## config.mk

```make
export PLATFORM = sky130hd
export DESIGN_NAME = eigen_result_serializer
export DESIGN_NICKNAME = d
export VERILOG_FILES = /design/src/rtl/eigen_result_serializer.sv
export SDC_FILE = /design/constraint.sdc
export NUM_CORES = 1
export LEC_CHECK = 0
export CORE_ASPECT_RATIO = 0.8
export CORE_MARGIN = 2
export CORE_UTILIZATION = 50
export DETAILED_ROUTE_END_ITERATION = 6
export DONT_BUFFER_PORTS = 1
export GPL_ROUTABILITY_DRIVEN = 0
export PLACE_DENSITY = 0.75
export SYNTH_ARGS = -nofsm -noshare
export SYNTH_HDL_FRONTEND = slang
export SYNTH_SLANG_ARGS = --single-unit
```

## constraint.sdc

```tcl
create_clock -name clk -period 3.08 [get_ports clk]
set_clock_uncertainty 0.15 [all_clocks]
set_input_delay 0.462 -clock clk [delete_from_list [all_inputs] [get_ports clk]]
set_output_delay 0.462 -clock clk [all_outputs]
set_load 0.05 [all_outputs]
```

## src/rtl/eigen_result_serializer.sv

```systemverilog
// eigen_result_serializer
// Captures one packed multi-byte result word from the eigen block and streams
// it out one byte per valid/ready transfer, byte 0 first. An optional XOR
// checksum trailer byte follows the data bytes. axiol flags the final byte of
// each frame.
module eigen_result_serializer #(
    parameter int NUM_BYTES = 13,
    parameter bit CSUM_EN   = 1'b1
) (
    input  logic                      clk,
    input  logic                      rst,
    input  logic [NUM_BYTES-1:0][7:0] axiid,
    input  logic                      axiiv,
    output logic                      axiir,
    output logic [7:0]                axiod,
    output logic                      axiov,
    output logic                      axiol,
    input  logic                      axior
);

    localparam int CNT_W = (NUM_BYTES > 1) ? $clog2(NUM_BYTES) : 1;
    localparam logic [CNT_W-1:0] LAST_IDX = CNT_W'(NUM_BYTES - 1);
    localparam bit LAST_IS_DATA0 = (CSUM_EN == 1'b0) && (NUM_BYTES == 1);

    typedef enum logic [1:0] {
        ST_IDLE = 2'd0,
        ST_DATA = 2'd1,
        ST_CSUM = 2'd2
    } state_t;

    // Running XOR checksum step over one transmitted byte.
    function automatic logic [7:0] csum_step(input logic [7:0] acc, input logic [7:0] b);
        return acc ^ b;
    endfunction

    state_t                    state_q, state_d;
    logic [NUM_BYTES-1:0][7:0] data_q, data_d;
    logic [CNT_W-1:0]          cnt_q, cnt_d;
    logic [7:0]                csum_q, csum_d;
    logic [7:0]                axiod_q, axiod_d;
    logic                      axiov_q, axiov_d;
    logic                      axiol_q, axiol_d;

    logic                      capture_s;
    logic                      xfer_s;
    logic                      at_last_s;
    logic [CNT_W-1:0]          cnt_inc_s;
    logic [7:0]                cur_byte_s;

    assign axiir      = (state_q == ST_IDLE) && !rst;
    assign capture_s  = axiiv && axiir;
    assign xfer_s     = axiov_q && axior;
    assign at_last_s  = (cnt_q == LAST_IDX);
    assign cnt_inc_s  = cnt_q + CNT_W'(1);
    assign cur_byte_s = data_q[cnt_q];

    assign axiod = axiod_q;
    assign axiov = axiov_q;
    assign axiol = axiol_q;

    // State register: FSM state, shadow buffer, counters and registered outputs.
    always_ff @(posedge clk) begin
        if (rst) begin
            state_q <= ST_IDLE;
            data_q  <= '0;
            cnt_q   <= '0;
            csum_q  <= 8'h00;
            axiod_q <= 8'h00;
            axiov_q <= 1'b0;
            axiol_q <= 1'b0;
        end else begin
            state_q <= state_d;
            data_q  <= data_d;
            cnt_q   <= cnt_d;
            csum_q  <= csum_d;
            axiod_q <= axiod_d;
            axiov_q <= axiov_d;
            axiol_q <= axiol_d;
        end
    end

    // Next-state logic: capture, byte advance and checksum accumulation.
    always_comb begin
        state_d = state_q;
        data_d  = data_q;
        cnt_d   = cnt_q;
        csum_d  = csum_q;
        case (state_q)
            ST_IDLE: begin
                if (capture_s) begin
                    data_d  = axiid;
                    cnt_d   = '0;
                    csum_d  = 8'h00;
                    state_d = ST_DATA;
                end else begin
                    state_d = ST_IDLE;
                end
            end
            ST_DATA: begin
                if (xfer_s) begin
                    csum_d = csum_step(csum_q, cur_byte_s);
                    if (at_last_s) begin
                        state_d = (CSUM_EN == 1'b1) ? ST_CSUM : ST_IDLE;
                    end else begin
                        cnt_d = cnt_inc_s;
                    end
                end else begin
                    state_d = ST_DATA;
                end
            end
            ST_CSUM: begin
                if (xfer_s) begin
                    state_d = ST_IDLE;
                end else begin
                    state_d = ST_CSUM;
                end
            end
            default: begin
                state_d = ST_IDLE;
            end
        endcase
    end

    // Output logic: next value of the registered byte stream; holds under backpressure.
    always_comb begin
        axiod_d = axiod_q;
        axiov_d = axiov_q;
        axiol_d = axiol_q;
        case (state_q)
            ST_IDLE: begin
                if (capture_s) begin
                    axiov_d = 1'b1;
                    axiod_d = axiid[0];
                    axiol_d = LAST_IS_DATA0;
                end else begin
                    axiov_d = 1'b0;
                    axiod_d = 8'h00;
                    axiol_d = 1'b0;
                end
            end
            ST_DATA: begin
                if (xfer_s) begin
                    if (at_last_s) begin
                        if (CSUM_EN == 1'b1) begin
                            axiov_d = 1'b1;
                            axiod_d = csum_step(csum_q, cur_byte_s);
                            axiol_d = 1'b1;
                        end else begin
                            axiov_d = 1'b0;
                            axiod_d = 8'h00;
                            axiol_d = 1'b0;
                        end
                    end else begin
                        axiov_d = 1'b1;
                        axiod_d = data_q[cnt_inc_s];
                        axiol_d = (CSUM_EN == 1'b0) && (cnt_inc_s == LAST_IDX);
                    end
                end else begin
                    axiov_d = axiov_q;
                end
            end
            ST_CSUM: begin
                if (xfer_s) begin
                    axiov_d = 1'b0;
                    axiod_d = 8'h00;
                    axiol_d = 1'b0;
                end else begin
                    axiov_d = axiov_q;
                end
            end
            default: begin
                axiov_d = 1'b0;
                axiod_d = 8'h00;
                axiol_d = 1'b0;
            end
        endcase
    end

endmodule

```

# ---- After elaboration in Yosys (flattened, before gate mapping)
# Cells that the tools add are included.
dict set report totals {
  elab_cells 69
  latch_bits 0
  rom_bits 0
  out_inout_bits 11
  mem_bits_rw 0
  ff_bits 128
  in_bits 108
  n_memories 0
}
dict set report op_classes {
  reduce_logical 10
  bitwise 1
  shifts 0
  magnitude_cmp 2
  n_addsub 1
  n_mul 0
  n_eq_ne 8
  n_mux 28
  n_div 0
}
# cell count
set op_table {}
lappend op_table {{binary-select mux 8 bit (select 4 bit)} 2}
lappend op_table {{two-way mux 8 bit} 8}
lappend op_table {{case mux 8 bit (3 select lines)} 1}
lappend op_table {{case mux 8 bit (2 select lines)} 1}
lappend op_table {{two-way mux 4 bit} 3}
lappend op_table {{< comparator 4 x 5 -> 1 bit, second input constant} 2}
lappend op_table {{!= test 2 bit, second input constant} 4}
lappend op_table {{case mux 4 bit (2 select lines)} 1}
lappend op_table {{XOR 8 bit} 1}
lappend op_table {{two-way mux 1 bit} 6}
lappend op_table {{two-way mux 2 bit} 3}
lappend op_table {{case mux 2 bit (3 select lines)} 1}
lappend op_table {{adder 4 x 1 -> 4 bit, second input constant} 1}
lappend op_table {{== test 4 bit, second input constant} 1}
lappend op_table {{AND reduction 2 bit} 2}
lappend op_table {{AND reduction 4 bit} 1}
lappend op_table {{logical AND 1 bit} 3}
lappend op_table {{!= test 3 bit, second input constant} 1}
lappend op_table {{case mux 1 bit (3 select lines)} 1}
lappend op_table {{AND reduction 3 bit} 1}
lappend op_table {{== test 2 x 1 -> 1 bit, second input constant} 1}
lappend op_table {{== test 2 bit, second input constant} 1}
lappend op_table {{logical NOT 2 bit} 1}
lappend op_table {{case mux 1 bit (2 select lines)} 1}
lappend op_table {{2 further kinds} 2}

# ---- Longest topological paths before layout
# Gate-level depths: netlist of run 1.
dict set report depth {
  word_depth 6
  mapped_depth 13
  ltp_nobuf 7
}

# ---- Worst setup path before layout of run 1
# OpenSTA, ideal clock, no wires.
dict set report synth_path {
  kind {flip-flop to flip-flop}
  start {reg state_q[0]}
  end {reg data_q[0] (netlist name)}
  synth_period_minus_slack_ns 2.781
  setup_time_ns 0.132
  t_required_ns 2.798
  path_buffers 3
  stages_incl_launch_ff 8
  t_arrival_ns 2.499
  slack_ns 0.299
  cell_sequence {dfxtp_1 -> clkbuf_2 -> nor3_1 -> nand2_1 -> clkbuf_1 -> clkbuf_1 -> nand2_1 -> a21oi_1}
}
dict set report synth_via {
  elab_chain_len 4
}
# item line_no
set synth_lines {}
lappend synth_lines {{from (decl)} 36} ;# state_t state_q, state_d;
lappend synth_lines {{from (signal assigned)} 72} ;# state_q <= state_d;
lappend synth_lines {{logical NOT 2 bit} 50} ;# assign axiir = (state_q == ST_IDLE) && !rst;
lappend synth_lines {{logical AND 1 bit} 50}
lappend synth_lines {{via axiir} 14} ;# output logic axiir,
lappend synth_lines {{logical AND 1 bit} 51} ;# assign capture_s = axiiv && axiir;
lappend synth_lines {{AND reduction 2 bit (no line)} -}
lappend synth_lines {{to (signal assigned)} 73} ;# data_q <= data_d;
lappend synth_lines {{to (decl)} 37} ;# logic [NUM_BYTES-1:0][7:0] data_q, data_d;
# The timed path passes the listed nets, and every way through them passes these cells.
# A chain may end at the register's enable or synchronous reset.

# ---- Final worst setup path of run 1
dict set report layout_path {
  start {reg cnt_q[0]}
  end {reg axiod_q[0], in the netlist axiod[0]}
}
dict set report layout_via {
  elab_chain_len 6
  word_cells_on_any_way 10
  classes_between {add/sub: 1; eq/ne: 1; mux: 7; bitwise: 1}
}
# item line_no
set layout_lines {}
lappend layout_lines {{from (decl)} 38} ;# logic [CNT_W-1:0] cnt_q, cnt_d;
lappend layout_lines {{from (signal assigned)} 74} ;# cnt_q <= cnt_d;
lappend layout_lines {{adder 4 x 1 -> 4 bit / binary-select mux 8 bit (select 4 bit) (equally long branches)} {54, 55}}
lappend layout_lines {{binary-select mux 8 bit (select 4 bit) / two-way mux 8 bit (equally long branches)} {155, 55}}
lappend layout_lines {{two-way mux 8 bit (implied by the code) / XOR 8 bit (equally long branches)} {155, 33}}
lappend layout_lines {{two-way mux 8 bit *} 143} ;# if (at_last_s) begin
lappend layout_lines {{two-way mux 8 bit *} 142} ;# if (xfer_s) begin
lappend layout_lines {{case mux 8 bit (3 select lines) *} 129} ;# case (state_q)
lappend layout_lines {{to (signal assigned)} 76} ;# axiod_q <= axiod_d;
lappend layout_lines {{to (decl)} 40} ;# logic [7:0] axiod_q, axiod_d;
# Mark *: on every way between the ends. The rest lies on a longest branch, timed or not. The select of a mux whose other input is x is not followed.

==> results of run 1 <==
-- critical path: cells and delay by family, from the launching register on --
| family | cells | cell delay [ns] |
|---|---|---|
| flip-flops | 1 | 0.33 |
| XOR/XNOR | 1 | 0.70 |
| adder cells (fa/ha/maj) | 1 | 0.31 |
| buffers and inverters | 2 | 0.48 |
| AO/OA/AOI/OAI | 3 | 0.46 |
| AND/OR/NAND/NOR | 1 | 0.07 |
-- layer usage --
layer  GRT usage (%)  wire, um  up-vias
met4            8.59       434        0
met3            8.24      1680       33
met5               0         0        -
met1            35.1      8170     2723
li1                -         -     2791
met2            39.9      8250      295
-- cell type report --
class | instances | area, sq um | area share [%]
sequential | 128 | 2560 | 35.4
tap | 175 | 219 | 3.02
timing repair buffer | 12 | 135 | 1.87
multi-input combinational | 618 | 3730 | 51.5
clock buffer | 22 | 454 | 6.27
inverter | 7 | 26.3 | 0.363
clock inverter | 10 | 113 | 1.55
-- kinds of logic after synthesis --
| kind of cell | after synthesis | share of synthesized area [%] |
|---|---|---|
| compound gates | 208 | 17.3 |
| xor+xnor | 2 | 0.375 |
| fa+ha+maj | 2 | 0.375 |
| buf+inv | 68 | 5.99 |
| flops | 128 | 38.4 |
| mux | 68 | 16.5 |
| simple gates | 338 | 21.1 |
-- synth_stat cells (2+ instances only) --
| cell type | count | area (sq um) |
|---|---|---|
| a211oi_1 | 4 | 30.0 |
| a21oi_1 | 117 | 586 |
| a31oi_1 | 18 | 113 |
| and2_1 | 10 | 62.6 |
| buf_2 | 15 | 75.1 |
| buf_4 | 8 | 60.1 |
| buf_6 | 3 | 33.8 |
| clkbuf_1 | 27 | 101 |
| clkbuf_8 | 3 | 41.3 |
| dfxtp_1 | 128 | 2560 |
| ha_1 | 2 | 25.0 |
| inv_1 | 7 | 26.3 |
| mux2_2 | 3 | 33.8 |
| mux2i_1 | 33 | 330 |
| mux4_1 | 5 | 131 |
| mux4_2 | 27 | 608 |
| nand2_1 | 237 | 890 |
| nand2b_1 | 3 | 18.8 |
| nand3_1 | 13 | 65.1 |
| nand3b_1 | 3 | 22.5 |
| nor2_1 | 41 | 154 |
| nor2b_1 | 4 | 25.0 |
| nor3_1 | 8 | 40.0 |
| o211ai_1 | 8 | 60.1 |
| o21ai_0 | 30 | 150 |
| o21bai_1 | 3 | 22.5 |
| o22ai_1 | 16 | 100 |
| o31ai_1 | 4 | 30.0 |
| or2_2 | 3 | 18.8 |
| or3_1 | 10 | 62.6 |
-- sequential cells by signal (all words and copies together), names as in the netlist --
| signal | flops |
|---|---|
| state_q | 2 |
| data_q | 104 |
| axiol | 1 |
| axiod | 8 |
| axiov | 1 |
| cnt_q | 4 |
| csum_q | 8 |
-- power groups by stage --
stage / combinational (mW) / clock [mW] / sequential [mW]
after floorplan: 0.244 / 0 / 1.82
after global placement: 0.262 / 0 / 1.85
after detailed placement: 0.267 / 0 / 1.85
after CTS: 0.295 / 1.97 / 1.82
after global routing: 0.330 / 2.05 / 1.83
final: 0.298 / 1.95 / 1.82
-- path summary, 6_finish.rpt --
path                   from          to  slack [ns]
hold / removal    axiid[16]  data_q[16]        0.03
setup reg to reg   cnt_q[0]    axiod[0]        0.48
hold reg to reg   data_q[0]   data_q[0]        0.32
setup / recovery   cnt_q[0]    axiod[0]        0.48
-- repair_timing --
item / CTS / global route
hold buffers: 1 / 0
endpoints found under the hold margin: 116 / 0
buffers inserted: 0 / 0
==> results.toml, run 1 <==
[outcome]
status = "finished, final reports clean"

[timing]
fin_hold_ws_ns = 0.0295
layout_setup_ws_ns = 0.476
slew-limit-headroom_pct = 36.1
final_hold_viol_count = 0
finalCritPeriodShare_pct = 84.6
tightestPinTransition_ns = 0.958
rsz0062_at_grt = "false"
fin_tns_setup_ns = 0
period_minus_slack_ns = 2.60
final-setup-viol-count = 0
finalMaxSlewViolations = 0
max_freq_mhz = 384

[cells_and_area]
stdcell_count = 972
fin_nets = 894
area_delta_synth_final_pct = 8.43
drive_gt1_share_pct = 10.3
final_cell_mix = "nand2_1 (236), dfxtp_1 (127), a21oi_1 (117), nor2_1 (41), mux2i_1 (33)"
fin_area_sq_mm = 0.00724
final_common_cell = "nand2_1"
antenna_cells = 0
finish.utilization_pct = 55.9
fillers = 1193

[cts]
ctsResizeCount = 0
cts-root-buf = "clkbuf_16"
cts_htree_levels = 4
clock-sinks = 128
clk_path_buf_depth = 2
clk_latency_ns = 0.42
cts-buffers-inserted = 17
clk_pin_slew_ns = 0.06
cts_tree = "built"

[detailed_routing]
wl_um = 18500
num_vias = 5842
ant_nets = 0
initialDrtViolationCount = 643
routedWlPerCell_um = 19.1
drt-pass1-iter-count = 5
drc = 0
vias_per_cell = 6.01

[logic_synthesis]
synth_fp_nets = 924
ys.flop_type = "dfxtp_1"
synth_edf_count = 0
syn_inst = 814
ys_ff_latch = 128
synth_seq_area_share_pct = 38.4
yosysWarnings = 0
synth_async_sr_flop_share_pct = 0
syn_area_sq_mm = 0.00668
postSynthAreaPerCell_sq_um = 8.21
ys_types = 51

[place]
io_buffers = 0
place_area_sq_mm = 0.00665
pre_cts_slack_ns = 0.504
dpl.cell_count = 939
dp_hpwl_um = 13100

[pwr]
switching_power_mw = 1.02
p_seq_share_pct = 44.8
leakage_nw = 2.40
internal_power_mw = 3.05
switching_share_pct = 25.0
vdd_drop_max_uv = 407
power.density_mw_per_mm2 = 562
p_total_mw = 4.07
comb_power_share_pct = 7.3
clkPwrFrac_pct = 47.9

[job]
maxCapViolations = 0

[die]
dieHeight_um = 107
initial_core_util_pct = 51.5
rows = 37
io_pins = 119
core_area_sq_mm = 0.0130
die_area_sq_mm = 0.0143
die_w_um = 133

[hold_path]
whs_path_depth = 2
holdCritPathClass = "primary input to register"

[critical_path]
arrival_ns = 2.78
start_kind = "register"
path_class = "register to register"
critPathMaxFanout = 43
cp_slowest_stage_delay_ns = 0.70
crit_slowest_cell = "xnor2_1"
reg2reg_depth = 8
path_cells = "buf_12 > ha_1 > xnor2_1 > buf_4 > nand2_1 > a31oi_1 > o21ai_0 > o211ai_1"
crit_required_ns = 3.26
cp-end-kind = "register"

[global_routing]
antenna_found_initial = 0
grt_pass1_vias = 5357
grt-ovfl-total = 0
grt_pass1_wl_um = 28500
grt_max_degree = 117
track_usage_pct = 26.0
Power figures use the tool's default switching activity.
==> run 2: changes to the inputs <==
Settings changed: ABC_AREA from default to 1, PLACE_DENSITY 0.75 to 0.78.
Clock period 3.08 ns to 2.15 ns, I/O delays scaled along.
==> run 2 against run 1 <==
  * The run now ends with DRC, hold timing left
  * Global-route usage grew 3.7 points
  * Cell area rose by 18%
  * Sequential share of layout area fell by 5.4 points
  * Critical path type unchanged
  * Critical endpoint is now axiod[6]
==> results.toml, run 2 <==
[outcome]
status = "finished, violations left"
violations = "DRC, hold timing"

[logic_synthesis]
synth_most_common_cell = "nand2_1"
ys.flop_type = "dfxtp_1"
synth_async_sr_flop_share_pct = 0
synth_seq_area_share_pct = 37.4
synth-simple-area-share_pct = 26.6
synth_compound_area_share_pct = 23.2
synth_top_cells_by_area = "dfxtp_1 (37%), nand2_1 (15%), a21oi_1 (12%)"
synth_xor_area_share_pct = 0.475
synth_edf_count = 0
postSynthAreaPerCell_sq_um = 6.40
synth_top_family_by_area = "simple AND/OR/NAND/NOR gates"
synth_fp_nets = 1180
yosysWarnings = 0
synth_adder_area_share_pct = 0.365
synth_mux_area_share_pct = 0
syn_inst = 1070
ys_ff_latch = 128
syn_area_sq_mm = 0.00685
ys_types = 27
yosysTopAreaCellShare_pct = 37.4
synth_common_cells = "nand2_1 (266), a21oi_1 (170), nand3_1 (136), o21ai_0 (136), dfxtp_1 (128)"
yosysTopAreaCell = "dfxtp_1"

[cts]
cts_tree = "built"
clock-sinks = 128
cts-buffers-inserted = 17
clk_latency_ns = 0.41
clk_path_buf_depth = 2
cts_htree_levels = 4
clk_pin_slew_ns = 0.06
cts-root-buf = "clkbuf_16"

[timing]
final-setup-viol-count = 0
layout_setup_ws_ns = 0.0811
rsz0062_at_grt = "true"
finalCritPeriodShare_pct = 96.2
tightestPinTransition_ns = 0.750
max_freq_mhz = 483
period_minus_slack_ns = 2.07
final_hold_viol_count = 3
slew-limit-headroom_pct = 49.8
fin_hold_ws_ns = -0.00974
finalMaxSlewViolations = 0

[place]
place_area_sq_mm = 0.00701
dp_hpwl_um = 14300
pre_cts_slack_ns = 0.0940
io_buffers = 0

[critical_path]
reg2reg_depth = 13
reg2reg_setup_slack_ns = 0.08
crit_slowest_cell = "dfxtp_4"
crit_required_ns = 2.35
cpMostUsedCell = "nand2_1"
r2r-end = "axiod[6]"
path_cells = "inv_6 > ha_4 > buf_4 > a21oi_1 > o21ai_0 > nand3_1 > nand3_1 > nand3_1 > nand2_1 > nand2_1 > nand2_1 > nand2_1 > a21oi_2"
cp_slowest_stage_delay_ns = 0.41
cp-end-kind = "register"
endpoint = "axiod[6]"
r2r-start = "cnt_q[0]"
arrival_ns = 2.27
start_kind = "register"
cp-startpoint = "cnt_q[0]"
critPathMaxFanout = 9
path_class = "register to register"

[cells_and_area]
fillers = 1178
final_cell_mix = "nand2_1 (265), a21oi_1 (169), nand3_1 (136), dfxtp_1 (126), o21ai_0 (125)"
fin_area_sq_mm = 0.00856
antenna_cells = 0
regMostFlops = "data_q"
drive_gt1_share_pct = 7.12
fin_nets = 1235
largest_reg_flops = 104
final_common_cell = "nand2_1"
area_delta_synth_final_pct = 24.9

[die]
core_area_sq_mm = 0.0135
rows = 38
die_area_sq_mm = 0.0147
die_w_um = 135
dieHeight_um = 109
initial_core_util_pct = 50.9
io_pins = 119

[pwr]
p_total_mw = 6.13
vdd_drop_max_uv = 586
power.density_mw_per_mm2 = 716
leakage_nw = 3.54

[detailed_routing]
drt-pass1-iter-count = 7
routedWlPerCell_um = 16.6
initialDrtViolationCount = 1037
ant_nets = 0
num_vias = 7440
vias_per_cell = 5.65
drc = 1
wl_um = 21800

[global_routing]
grt-ovfl-total = 0
grt_pass1_wl_um = 33700
track_usage_pct = 29.7
antenna_found_initial = 0
grt_pass1_vias = 6539
grt_max_degree = 170

[hold_path]
holdCritPathClass = "primary input to register"
whs_path_depth = 2

[job]
maxCapViolations = 0
-- run 2: worst max-delay path, delay by kind of cell (launching register included) --
kind | cells | cell delay (ns)
AOI/OAI and AO/OA | 3 | 0.27
adders and majority gates | 1 | 0.32
buffers and inverters | 2 | 0.24
DFF | 1 | 0.41
and+or+nand+nor | 7 | 0.61
-- run 2: stage by stage --
stage	cells	util, %	hold WS (ns)	setup TNS (ns)
3_3_place_gp	1199	52.1	0.245	0
3_5_place_dp	1199	52.1	0.247	0
4_1_cts	1310	62.4	0.00251	0
5_1_grt	1317	63.6	0.00578	-0.198
6_report	1317	63.6	-0.00974	0
2_1_floorplan	1070	-	0.294	-0.116
-- run 2: how the worst min path moves through the flow --
stage | from | endpoint
floorplan | data_q[72] | data_q[72]
detailed placement | rst | axiod[6]
global route | axiid[62] | data_q[62]
global placement | rst | axiod[6]
finish | axiid[62] | data_q[62]
CTS | axiid[28] | data_q[28]
-- run 2: repair_timing --
item,4_1_cts,5_1_grt
endpoints found under the hold margin,102,3
endpoints found under the setup margin,0,8
resized for setup,0,16
hold buffers,80,3
buffers inserted,0,1
-- run 2: metal layers --
layer | part of all wire [%] | GRT usage [%] | wire length (um) | vias to the layer above
li1 | - | - | - | 3620
met1 | 43 | 41.0 | 9310 | 3315
met2 | 44 | 46.4 | 9630 | 442
met3 | 10 | 5.81 | 2230 | 63
met4 | 3.1 | 11.0 | 676 | 0
met5 | 0 | 0 | 0 | -
-- run 2: cell families (layout without fill, tap and decap cells) --
group           after synthesis  after routing
xor+xnor                      2              2
simple gates                434            434
buf+inv                     191            258
fa+ha+maj                     2              2
flops                       128            128
compound gates              313            313
-- run 2: power breakdown --
part | internal, mW | switching (mW) | total, mW
clock network | 1.77 | 0.994 | 2.76
logic | 0.293 | 0.461 | 0.754
registers | 2.52 | 0.0959 | 2.61
-- run 2: layout make-up --
type | count | area [sq um] | area share, %
multi-input combinational | 751 | 3530 | 41.3
sequential | 128 | 2570 | 30.0
timing repair buffer | 112 | 1220 | 14.2
clock buffer | 26 | 520 | 6.08
inverter | 115 | 444 | 5.19
tap | 180 | 225 | 2.63
clock inverter | 5 | 50.0 | 0.585
==> run 3: changes to the inputs <==
Settings changed: ABC_AREA 1 to default.
==> run 3 against run 2 <==
  * The run ends with hold timing left
  * Worst setup slack got worse by 0.017 ns
  * Critical path depth down 5
  * Total power decreased by 3.2%
  * Flip-flop and latch count stayed put
  * Largest power group unchanged
  * Highest routed layer unchanged
  * First-iteration DRC count down 18%
  * Global-route usage decreased by 2.7 points
  * Final cell count decreased by 23%
  * Clock power grew 3%
  * Sequential power barely moved
==> results.toml, run 3 (synthesized netlist as in run 1, its figures left out) <==
[outcome]
status = "finished, violations left"
violations = "hold timing"

[cts]
clock-sinks = 128
cts_tree = "built"
clk_path_buf_depth = 2
cts-root-buf = "clkbuf_16"
cts-buffers-inserted = 17
clk_latency_ns = 0.42
cts_htree_levels = 4
clk_pin_slew_ns = 0.06

[place]
pre_cts_slack_ns = -0.0157
dp_hpwl_um = 13600
io_buffers = 0

[detailed_routing]
wl_um = 20100
vias_per_cell = 6.14
drt-pass1-iter-count = 6
ant_nets = 0
drc = 0
num_vias = 6241
routedWlPerCell_um = 19.8
initialDrtViolationCount = 847

[global_routing]
grt_pass1_vias = 5703
grt_pass1_wl_um = 29900
antenna_found_initial = 0
grt_max_degree = 124
grt-ovfl-total = 0
track_usage_pct = 27.0

[critical_path]
reg2reg_setup_slack_ns = 0.06
arrival_ns = 2.23
start_kind = "register"
critPathMaxFanout = 6
crit_required_ns = 2.29
path_class = "register to register"
cp-end-kind = "register"

[die]
io_pins = 119
dieHeight_um = 107
die_area_sq_mm = 0.0143
initial_core_util_pct = 51.5
die_w_um = 133
rows = 37
core_area_sq_mm = 0.0130

[job]
maxCapViolations = 0

[timing]
slew-limit-headroom_pct = 57.0
finalMaxSlewViolations = 0
layout_setup_ws_ns = 0.0646
final_hold_viol_count = 102
fin_hold_ws_ns = -0.138
period_minus_slack_ns = 2.09
tightestPinTransition_ns = 0.645
max_freq_mhz = 480
fin_tns_setup_ns = 0
finalCritPeriodShare_pct = 97.0
final-setup-viol-count = 0

[pwr]
leakage_nw = 2.69
power.density_mw_per_mm2 = 762
vdd_drop_max_uv = 542

[cells_and_area]
antenna_cells = 0
final_cell_mix = "nand2_1 (236), dfxtp_1 (124), a21oi_1 (117), nor2_1 (41), mux2i_1 (33)"
largest_reg_flops = 104
drive_gt1_share_pct = 14.1
regMostFlops = "data_q"
fin_nets = 940
finish.utilization_pct = 60.1
final_common_cell = "nand2_1"
area_delta_synth_final_pct = 16.6

[hold_path]
holdCritPathClass = "primary input to register"
## run 3: layer usage
layer | GRT usage, % | up-vias | part of all wire (%)
met5 | 0 | - | 0
met4 | 9.65 | 0 | 3.5
met3 | 6.69 | 73 | 12
met2 | 43.0 | 384 | 45
met1 | 35.9 | 2899 | 40
li1 | - | 2885 | -
## run 3: per-stage QoR
| stage | cell area [sq um] | hold WS [ns] | power (mW) | instances |
|---|---|---|---|---|
| floorplan | 6740 | 0.291 | 2.96 | 814 |
| finish | 7790 | -0.138 | 5.93 | 1016 |
| global route | 7790 | -0.173 | 6.13 | 1016 |
| CTS | 7620 | -0.169 | 5.90 | 1008 |
| global placement | 6850 | 0.262 | 3.05 | 960 |
| detailed placement | 6850 | 0.263 | 3.06 | 960 |
## run 3: path summary, 6_finish.rpt
check	start	to	cells after the start
max	cnt_q[0]	axiod[0]	8
max reg2reg	cnt_q[0]	axiod[0]	8
min reg2reg	data_q[61]	data_q[61]	2
min	rst	csum_q[0]	1
## run 3: final cells by class
cell class                 instances  area, sq um
multi-input combinational        618         3790
timing repair buffer              58          602
tap                              175          219
clock buffer                      25          505
inverter                           7         28.8
clock inverter                     5         77.6
fill                            1130         5170
sequential                       128         2570
## run 3: power by group
part	internal (mW)	switching [mW]	leakage, nW
Clock	1.84	1.00	0.285
Combinational	0.219	0.262	1.36
Sequential	2.48	0.127	1.05
## run 3: worst max-delay path: stages, from the launching register on
cell and delay, ns:
dfxtp_2 0.39, inv_1 0.10, ha_4 0.29, buf_4 0.16
mux4_2 0.34, nor2_1 0.19, nor2_1 0.06, o21ai_1 0.18
o211ai_1 0.11
## run 3: what timing repair did
action	in CTS	in global routing
gates cloned	0	2
hold endpoints to repair	120	103
buffers inserted	0	5
endpoints found under the setup margin	2	29
resized for setup	1	15
pin swaps	0	3
hold buffers	18	1
